[config.mk]
export PLATFORM = sky130hd
export DESIGN_NAME = rst_req_gen
export DESIGN_NICKNAME = d
export VERILOG_FILES = /design/src/rtl/rst_pkg.sv /design/src/rtl/rst_debounce.sv /design/src/rtl/rst_req_gen.sv
export SDC_FILE = /design/constraint.sdc
export NUM_CORES = 1
export LEC_CHECK = 0
export CAP_MARGIN = 0
export CORE_MARGIN = 3
export CORE_UTILIZATION = 30
export CTS_CLUSTER_DIAMETER = 30
export DETAILED_ROUTE_END_ITERATION = 12
export PLACE_DENSITY = 0.54
export SLEW_MARGIN = 10
export SYNTH_ARGS = -nofsm -noshare
export SYNTH_HDL_FRONTEND = slang
export SYNTH_SLANG_ARGS = --single-unit
[constraint.sdc]
create_clock -name clk -period 4.19 [get_ports clk]
set_clock_uncertainty 0.2 [all_clocks]
set_input_delay 1.257 -clock clk [delete_from_list [all_inputs] [get_ports clk]]
set_output_delay 1.257 -clock clk [all_outputs]
set_load 0.02 [all_outputs]
[src/rtl/rst_pkg.sv]
// rtl/rst_pkg.sv - shared FSM encoding and cause bit indices for rst_req_gen
package rst_pkg;

  typedef enum logic [1:0] {
    ST_IDLE   = 2'b00,
    ST_ASSERT = 2'b01,
    ST_HOLD   = 2'b10
  } rst_state_t;

  localparam int unsigned CAUSE_BTN = 0;
  localparam int unsigned CAUSE_SW  = 1;
  localparam int unsigned CAUSE_WDG = 2;
  localparam int unsigned CAUSE_W   = 3;

endpackage

[src/rtl/rst_debounce.sv]
// rtl/rst_debounce.sv - 2-flop synchronizer and debounce counter for an active-low button
module rst_debounce #(
  parameter logic [15:0] DEBOUNCE_CYCLES = 16'd50000
) (
  input  logic clk,
  input  logic rst_i,
  input  logic din_n_i,
  output logic press_o,
  output logic level_o
);

  localparam int CNT_W = $clog2(int'(DEBOUNCE_CYCLES) + 1);
  localparam logic [CNT_W-1:0] CNT_LAST = CNT_W'(int'(DEBOUNCE_CYCLES) - 1);

  generate
    if (DEBOUNCE_CYCLES < 16'd1) begin : g_bad_debounce
      $error("rst_debounce: DEBOUNCE_CYCLES must be at least 1");
    end
  endgenerate

  logic             sync_q1;
  logic             sync_q2;
  logic [CNT_W-1:0] cnt_q;

  // Any cycle where the synchronized input agrees with the accepted level restarts the count
  always_ff @(posedge clk or posedge rst_i) begin
    if (rst_i) begin
      sync_q1 <= 1'b1;
      sync_q2 <= 1'b1;
      level_o <= 1'b1;
      press_o <= 1'b0;
      cnt_q   <= '0;
    end else begin
      sync_q1 <= din_n_i;
      sync_q2 <= sync_q1;
      press_o <= 1'b0;
      if (sync_q2 == level_o) begin
        cnt_q <= '0;
      end else if (cnt_q == CNT_LAST) begin
        cnt_q   <= '0;
        level_o <= sync_q2;
        press_o <= ~sync_q2;
      end else begin
        cnt_q <= cnt_q + CNT_W'(1);
      end
    end
  end

endmodule

[src/rtl/rst_req_gen.sv]
// rtl/rst_req_gen.sv - merges button, software and watchdog requests into a minimum-width reset pulse
module rst_req_gen
  import rst_pkg::*;
#(
  parameter logic [15:0] DEBOUNCE_CYCLES = 16'd50000,
  parameter logic [7:0]  PULSE_CYCLES    = 8'd16
) (
  input  logic                 clk,
  input  logic                 rst_i,
  input  logic                 btn_n_i,
  input  logic                 sw_rst_req_i,
  input  logic                 wdg_rst_req_i,
  input  logic                 cause_clr_i,
  output logic                 rst_req_o,
  output logic [CAUSE_W-1:0]   rst_cause_o
);

  localparam int PCNT_W = $clog2(int'(PULSE_CYCLES) + 1);
  localparam logic [PCNT_W-1:0] PCNT_LOAD = PCNT_W'(int'(PULSE_CYCLES) - 1);

  generate
    if (PULSE_CYCLES < 8'd1) begin : g_bad_pulse
      $error("rst_req_gen: PULSE_CYCLES must be at least 1");
    end
  endgenerate

  logic               btn_press;
  logic               btn_level;
  logic               wdg_q;
  logic               trigger;
  logic               hold_needed;
  logic [CAUSE_W-1:0] cause_set;
  rst_state_t         state_q;
  logic [PCNT_W-1:0]  pcnt_q;

  rst_debounce #(
    .DEBOUNCE_CYCLES(DEBOUNCE_CYCLES)
  ) u_debounce (
    .clk     (clk),
    .rst_i   (rst_i),
    .din_n_i (btn_n_i),
    .press_o (btn_press),
    .level_o (btn_level)
  );

  // A held watchdog level keeps the request up via HOLD; only its rising edge restarts the pulse
  assign trigger     = btn_press | sw_rst_req_i | (wdg_rst_req_i & ~wdg_q);
  assign hold_needed = wdg_rst_req_i | ~btn_level;

  always_comb begin
    cause_set            = '0;
    cause_set[CAUSE_BTN] = btn_press;
    cause_set[CAUSE_SW]  = sw_rst_req_i;
    cause_set[CAUSE_WDG] = wdg_rst_req_i;
  end

  // rst_req_o tracks the next state so it rises one cycle after a trigger and falls as IDLE is entered
  always_ff @(posedge clk or posedge rst_i) begin
    if (rst_i) begin
      state_q     <= ST_IDLE;
      pcnt_q      <= '0;
      rst_req_o   <= 1'b0;
      wdg_q       <= 1'b0;
      rst_cause_o <= '0;
    end else begin
      wdg_q       <= wdg_rst_req_i;
      rst_cause_o <= (cause_clr_i ? '0 : rst_cause_o) | cause_set;
      case (state_q)
        ST_IDLE: begin
          if (trigger) begin
            state_q   <= ST_ASSERT;
            pcnt_q    <= PCNT_LOAD;
            rst_req_o <= 1'b1;
          end
        end
        ST_ASSERT: begin
          if (trigger) begin
            pcnt_q <= PCNT_LOAD;
          end else if (pcnt_q != '0) begin
            pcnt_q <= pcnt_q - PCNT_W'(1);
          end else if (hold_needed) begin
            state_q <= ST_HOLD;
          end else begin
            state_q   <= ST_IDLE;
            rst_req_o <= 1'b0;
          end
        end
        ST_HOLD: begin
          if (trigger) begin
            state_q <= ST_ASSERT;
            pcnt_q  <= PCNT_LOAD;
          end else if (!hold_needed) begin
            state_q   <= ST_IDLE;
            rst_req_o <= 1'b0;
          end
        end
        default: begin
          state_q   <= ST_IDLE;
          rst_req_o <= 1'b0;
        end
      endcase
    end
  end

endmodule

# After elaboration in Yosys (flattened, before gate mapping)

Cells that the tools add are included.

Flip-flop bits (word level): 32
Input bits: 6
Output and inout port bits: 4
Logic and storage cells: 62

Add/sub/neg operators: 2
Eq/ne operators: 11
Muxes and demuxes: 22
Bitwise gates (word level): 9
Reductions and logical operators: 8

Operator list:

| cell                    | number |
|---|---|
| $mux W16                | 2 |
| $add A16 B1 Y16 const B | 1 |
| $eq A16 B16 Y1 const B  | 1 |
| $mux W5                 | 3 |
| $mux W2                 | 6 |
| $pmux W5 S2             | 1 |
| $ne A2 B2 Y1 const B    | 4 |
| $reduce_and A4 Y1       | 2 |
| $mux W1                 | 7 |
| $ne A3 B3 Y1 const B    | 2 |
| $pmux W2 S3             | 1 |
| $reduce_bool A5 Y1      | 1 |
| $sub A5 B1 Y5 const B   | 1 |
| $not A1 Y1              | 4 |
| $mux W3                 | 1 |
| $or A1 B1 Y1            | 3 |
| $or A3 B3 Y3            | 1 |
| $pmux W1 S3             | 1 |
| $reduce_and A3 Y1       | 1 |
| $eq A2 B1 Y1 const B    | 1 |
| $eq A2 B2 Y1 const B    | 1 |
| $logic_not A2 Y1        | 1 |
| $ne A2 B1 Y1 const B    | 1 |
| $reduce_and A2 Y1       | 1 |
| other kinds (4)         | 4 |

# Longest topological paths before layout

Word-level depth: 6
Mapped depth: 6
Mapped depth without buffers: 6

# By module

Synthesis repeated with hierarchy kept, for this count alone.

Cell total of the unflattened synthesis: 157
Area total of the unflattened synthesis: 1,742.9 um2

Modules (own cells, without submodules):

| module       | instances | cells an instance | area each (um2) | sequential area each (um2) |
|---|---|---|---|---|
| rst_debounce | 1         | 94                | 1,067.3         | 504.2 |
| rst_req_gen  | 1         | 63                | 675.6           | 300.3 |

# Worst setup path before layout

Ideal clock, no wire load.

Path kind: input to register
From: in wdg_rst_req_i
To: reg pcnt_q[0]
Library setup time: 0.119 ns
Arrival: 2.196 ns
Required time: 3.871 ns
Path slack: 1.675 ns
Cell stages on the path: 5
Path buffers: 1
Path through: nor2b_1 or3_1 clkbuf_1 o21a_1 o21a_1

Cells in the longest elaborated chain, start to end: 4
Elaborated cells between the ends (all ways): 7
Those cells by class: eq/ne (2); mux (2); bitwise (2); reduce/logical (1)

RTL lines:

| item                                                                     | RTL line          | RTL |
|---|---|---|
| from (decl)                                                              | rst_req_gen.sv:12 | `input logic wdg_rst_req_i,` |
| $and A1 B1 Y1 *                                                          | rst_req_gen.sv:47 | `assign trigger = btn_press \| sw_rst_req_i \| (wdg_rst_req_i & ~wdg_q);` |
| $or A1 B1 Y1 *                                                           | rst_req_gen.sv:47 |  |
| $ne A3 B3 Y1 (no source line), or another cell as far along              | --                |  |
| $reduce_and A3 Y1 (no source line) / $pmux W5 S2 (equally long branches) | --                |  |
| to (signal assigned)                                                     | rst_req_gen.sv:80 | `pcnt_q <= pcnt_q - PCNT_W'(1);` |
| to (decl)                                                                | rst_req_gen.sv:34 | `logic [PCNT_W-1:0] pcnt_q;` |

Every way passes the cells marked *; elsewhere a longest branch is shown, timed or not.
A chain may end at the register's enable or synchronous reset.

# Final worst setup path

From: in wdg_rst_req_i
To: reg state_q[1]

Cells in the longest elaborated chain, start to end: 5
Elaborated cells between the ends (all ways): 12
Those cells by class: eq/ne (3); mux (5); bitwise (3); reduce/logical (1)

RTL lines:

| item                 | RTL line          | RTL |
|---|---|---|
| $or A1 B1 Y1         | rst_req_gen.sv:48 | `assign hold_needed = wdg_rst_req_i \| ~btn_level;` |
| $mux W2              | rst_req_gen.sv:81 | `end else if (hold_needed) begin` |
| $mux W2              | rst_req_gen.sv:79 | `end else if (pcnt_q != '0) begin` |
| $mux W2              | rst_req_gen.sv:77 | `if (trigger) begin` |
| $pmux W2 S3          | rst_req_gen.sv:68 | `case (state_q)` |
| to (signal assigned) | rst_req_gen.sv:71 | `state_q <= ST_ASSERT;` |
| to (signal assigned) | rst_req_gen.sv:82 | `state_q <= ST_HOLD;` |
| to (signal assigned) | rst_req_gen.sv:84 | `state_q <= ST_IDLE;` |
| to (decl)            | rst_req_gen.sv:33 | `rst_state_t state_q;` |

Several ways; a longest one is shown, not always the timed one. The select of a mux whose other input is x is not followed.

==> qor.csv <==
stage,metric,value,unit
status,status,finished clean,
yosys,synth_area_leader_cell,dfrtp_1,
hold_path,hp-start,u_debounce.sync_q1,
yosys,synthArstFlopShare,1.00,
die,top_level_ports,10,
worst_setup_path,r2r_cells,6,
power,power_frac_comb,0.234,
drt,drt_iter0_markers,32,
sta,timing.final.crit_period,2760,ps
worst_setup_path,critical_path.max_stage_delay,460,ps
yosys,synth_cell_types,42,
final_layout,final_common_cell,dfrtp_1,
sta,finalHoldViolCount,0,
clock_network,clock_sinks,32,
power,fin_total_pwr,0.000852,W
drt,via_per_inst,4.83,
place,place_hpwl,2130,µm
clock_network,worstSkewPairLatency,280,ps
clock_network,tritoncts,built,
grt,grt_pass1_wl,5210,µm
worst_setup_path,critPathSlowestCell,clkdlybuf4s50_1,
clock_network,htree_levels,2,
clock_network,cts-root-buf,clkbuf_8,
yosys,ys_top_cells_by_area,"dfrtp_1, xnor2_1, dfstp_2",
final_layout,final_cell_mix,"dfrtp_1, nor2_1, xnor2_1, inv_1, clkdlybuf4s50_1",
grt,grt_overflow,0,
yosys,synth-seq-area-share,0.496,
final_layout,fill_cells,515,
yosys,syn_area,1620,µm²
drt,routedWlPerCell,12.3,µm
power,p_leak,0.781,nW
yosys,synth_nets,166,
drt,drc,0,
sta,setup_viol,0,
die,die-height,79.5,µm
sta,finalCritPeriodShare,0.659,
power,peakVddDrop,205,µV
power,switchingPower,0.000249,W
clock_network,clk_pin_slew,70,ps
clock_network,post_cts_resized,0,
grt,antenna_found_initial,0,
yosys,synth_seq_cells,32,
power,p_seq_frac,0.422,
die,start_util,0.313,
die,die_w,79.5,µm
worst_setup_path,crit_type,in2reg,
worst_setup_path,arrival,2770,ps
final_layout,drive_gt1_frac,0.100,
worst_setup_path,cp-end-kind,register,
hold_path,hold_depth,0,
sta,setup_tns,0,ps
yosys,synth_flop_cell,dfrtp_1,
worst_setup_path,crit_fanout,7,
yosys,postSynthAreaPerCell,10.5,µm²
die,core_area,5170,µm²
grt,grt_pass1_vias,1121,
worst_setup_path,start_kind,primary input,
clock_network,cts_hold_buffers,0,
yosys,yosys.area.top_type_share,0.448,
power,p_int,0.000603,W
drt,wl,2960,µm
drt,vias,1158,
clock_network,cts_buffer_depth,2,
worst_setup_path,rr_startpoint,pcnt_q[0],
sta,clock.fmax,362,MHz
hold_path,hp-class,reg2reg,
final_layout,diodes,0,
drt,ant_nets,0,
sta,rsz0062_at_grt,no,
final_layout,syn_to_final_growth,17.7,%
clock_network,numCtsBuffers,5,
place,portBuffers,9,
grt,grt_max_degree,21,
sta,max_slew.worst_pin.slew,782,ps
clock_network,postCtsSetupRepairBufs,0,
power,pwr_density_cell,446,nW/µm²
worst_setup_path,crit_required,4200,ps
yosys,syn-instance-count,154,
worst_setup_path,critPathLaunch,wdg_rst_req_i,
drt,first_pass_iters,4,
final_layout,nNetsFinal,181,
worst_setup_path,cp_num_buf_inv,1,
power,power.share.clock,0.344,
die,die-area,6320,µm²
worst_setup_path,crit_cells,5,
sta,max_slew_margin,0.477,
grt,track_usage,0.106,
job,maxCapViolCount,0,
yosys,synth_warnings,0,
die,rows,26,
worst_setup_path,crit_family,simple AND/OR/NAND/NOR gates,
sta,maxSlewViolCount,0,
power,sw_frac_of_total,0.292,
yosys,synth_edf_count,0,
place,gp_congestion,0.809,
worst_setup_path,crit_chain,clkdlybuf4s50_1 > nor2b_1 > or3_1 > o21ai_1 > mux2i_1,
[path summary, 6_finish.rpt]
path                                        to  slack, ps
setup / recovery                    state_q[1]       1430
hold / removal              u_debounce.sync_q2        160
setup reg to reg                    state_q[0]       1920
hold reg to reg             u_debounce.sync_q2        160
max in group asynchronous            pcnt_q[4]       2080
min in group asynchronous  u_debounce.cnt_q[2]       1080
[power by group through the flow]
stage / combinational, W / clock, W / sequential (W)
after global placement: 0.000199 / 0 / 0.000363
after detailed placement: 0.000200 / 0 / 0.000364
after CTS: 0.000202 / 0.000305 / 0.000359
after floorplan: 0.000147 / 0 / 0.000368
final: 0.000200 / 0.000293 / 0.000360
after global routing: 0.000227 / 0.000323 / 0.000363
[kinds of logic (layout without fill, tap and decap cells)]
family / Yosys count / after routing / share of synthesized area
AND/OR/NAND/NOR: 63 / 63 / 0.210
buffers and inverters: 13 / 29 / 0.0309
AO/OA/AOI/OAI: 22 / 22 / 0.114
adder cells (fa/ha/maj): 6 / 6 / 0.0463
multiplexers: 3 / 3 / 0.0216
flip-flops: 32 / 32 / 0.496
XOR/XNOR: 15 / 15 / 0.0810
[Yosys cell counts (4+ instances only)]
cell type,count
inv_1,11
nand4_1,6
nor3_1,6
nor4_1,6
a21o_1,4
nor2_1,20
xnor2_1,12
dfrtp_1,29
ha_1,6
nand3_1,7
nand2_1,5
[sequential cells by signal (all words and copies together) (netlist names), 2 cells and up]
signal / flops
u_debounce.cnt_q: 16
rst_cause_o: 3
pcnt_q: 5
state_q: 2
[per-layer routing]
| layer | share of wire | GRT usage | vias to the layer above |
|---|---|---|---|
| met5 | 0 | 0 | - |
| met4 | 0.014 | 0.0412 | 0 |
| met3 | 0.033 | 0.0384 | 4 |
| met2 | 0.46 | 0.159 | 13 |
| met1 | 0.49 | 0.139 | 563 |
| li1 | - | - | 578 |
[cell type report]
type	count	area, µm²	share of cell area
timing repair buffer	10	97.6	0.0511
tap	70	87.6	0.0459
clock inverter	3	42.5	0.0223
clock buffer	5	68.8	0.0360
sequential	32	805	0.421
multi-input combinational	109	767	0.402
inverter	11	41.3	0.0216
[metrics by stage]
| step | std cells | cell area, µm² | setup slack [ps] | utilization | hold WS [ps] |
|---|---|---|---|---|---|
| after global placement | 232 | 1800 | 1170 | 0.348 | 146 |
| after global routing | 240 | 1910 | 1340 | 0.369 | 167 |
| after detailed placement | 232 | 1800 | 1140 | 0.348 | 150 |
| after floorplan | 154 | 1620 | 1680 | - | 145 |
| after CTS | 240 | 1910 | 1440 | 0.369 | 161 |
| final | 240 | 1910 | 1430 | 0.369 | 158 |
Note: power is estimated with default switching activity, not from simulation.
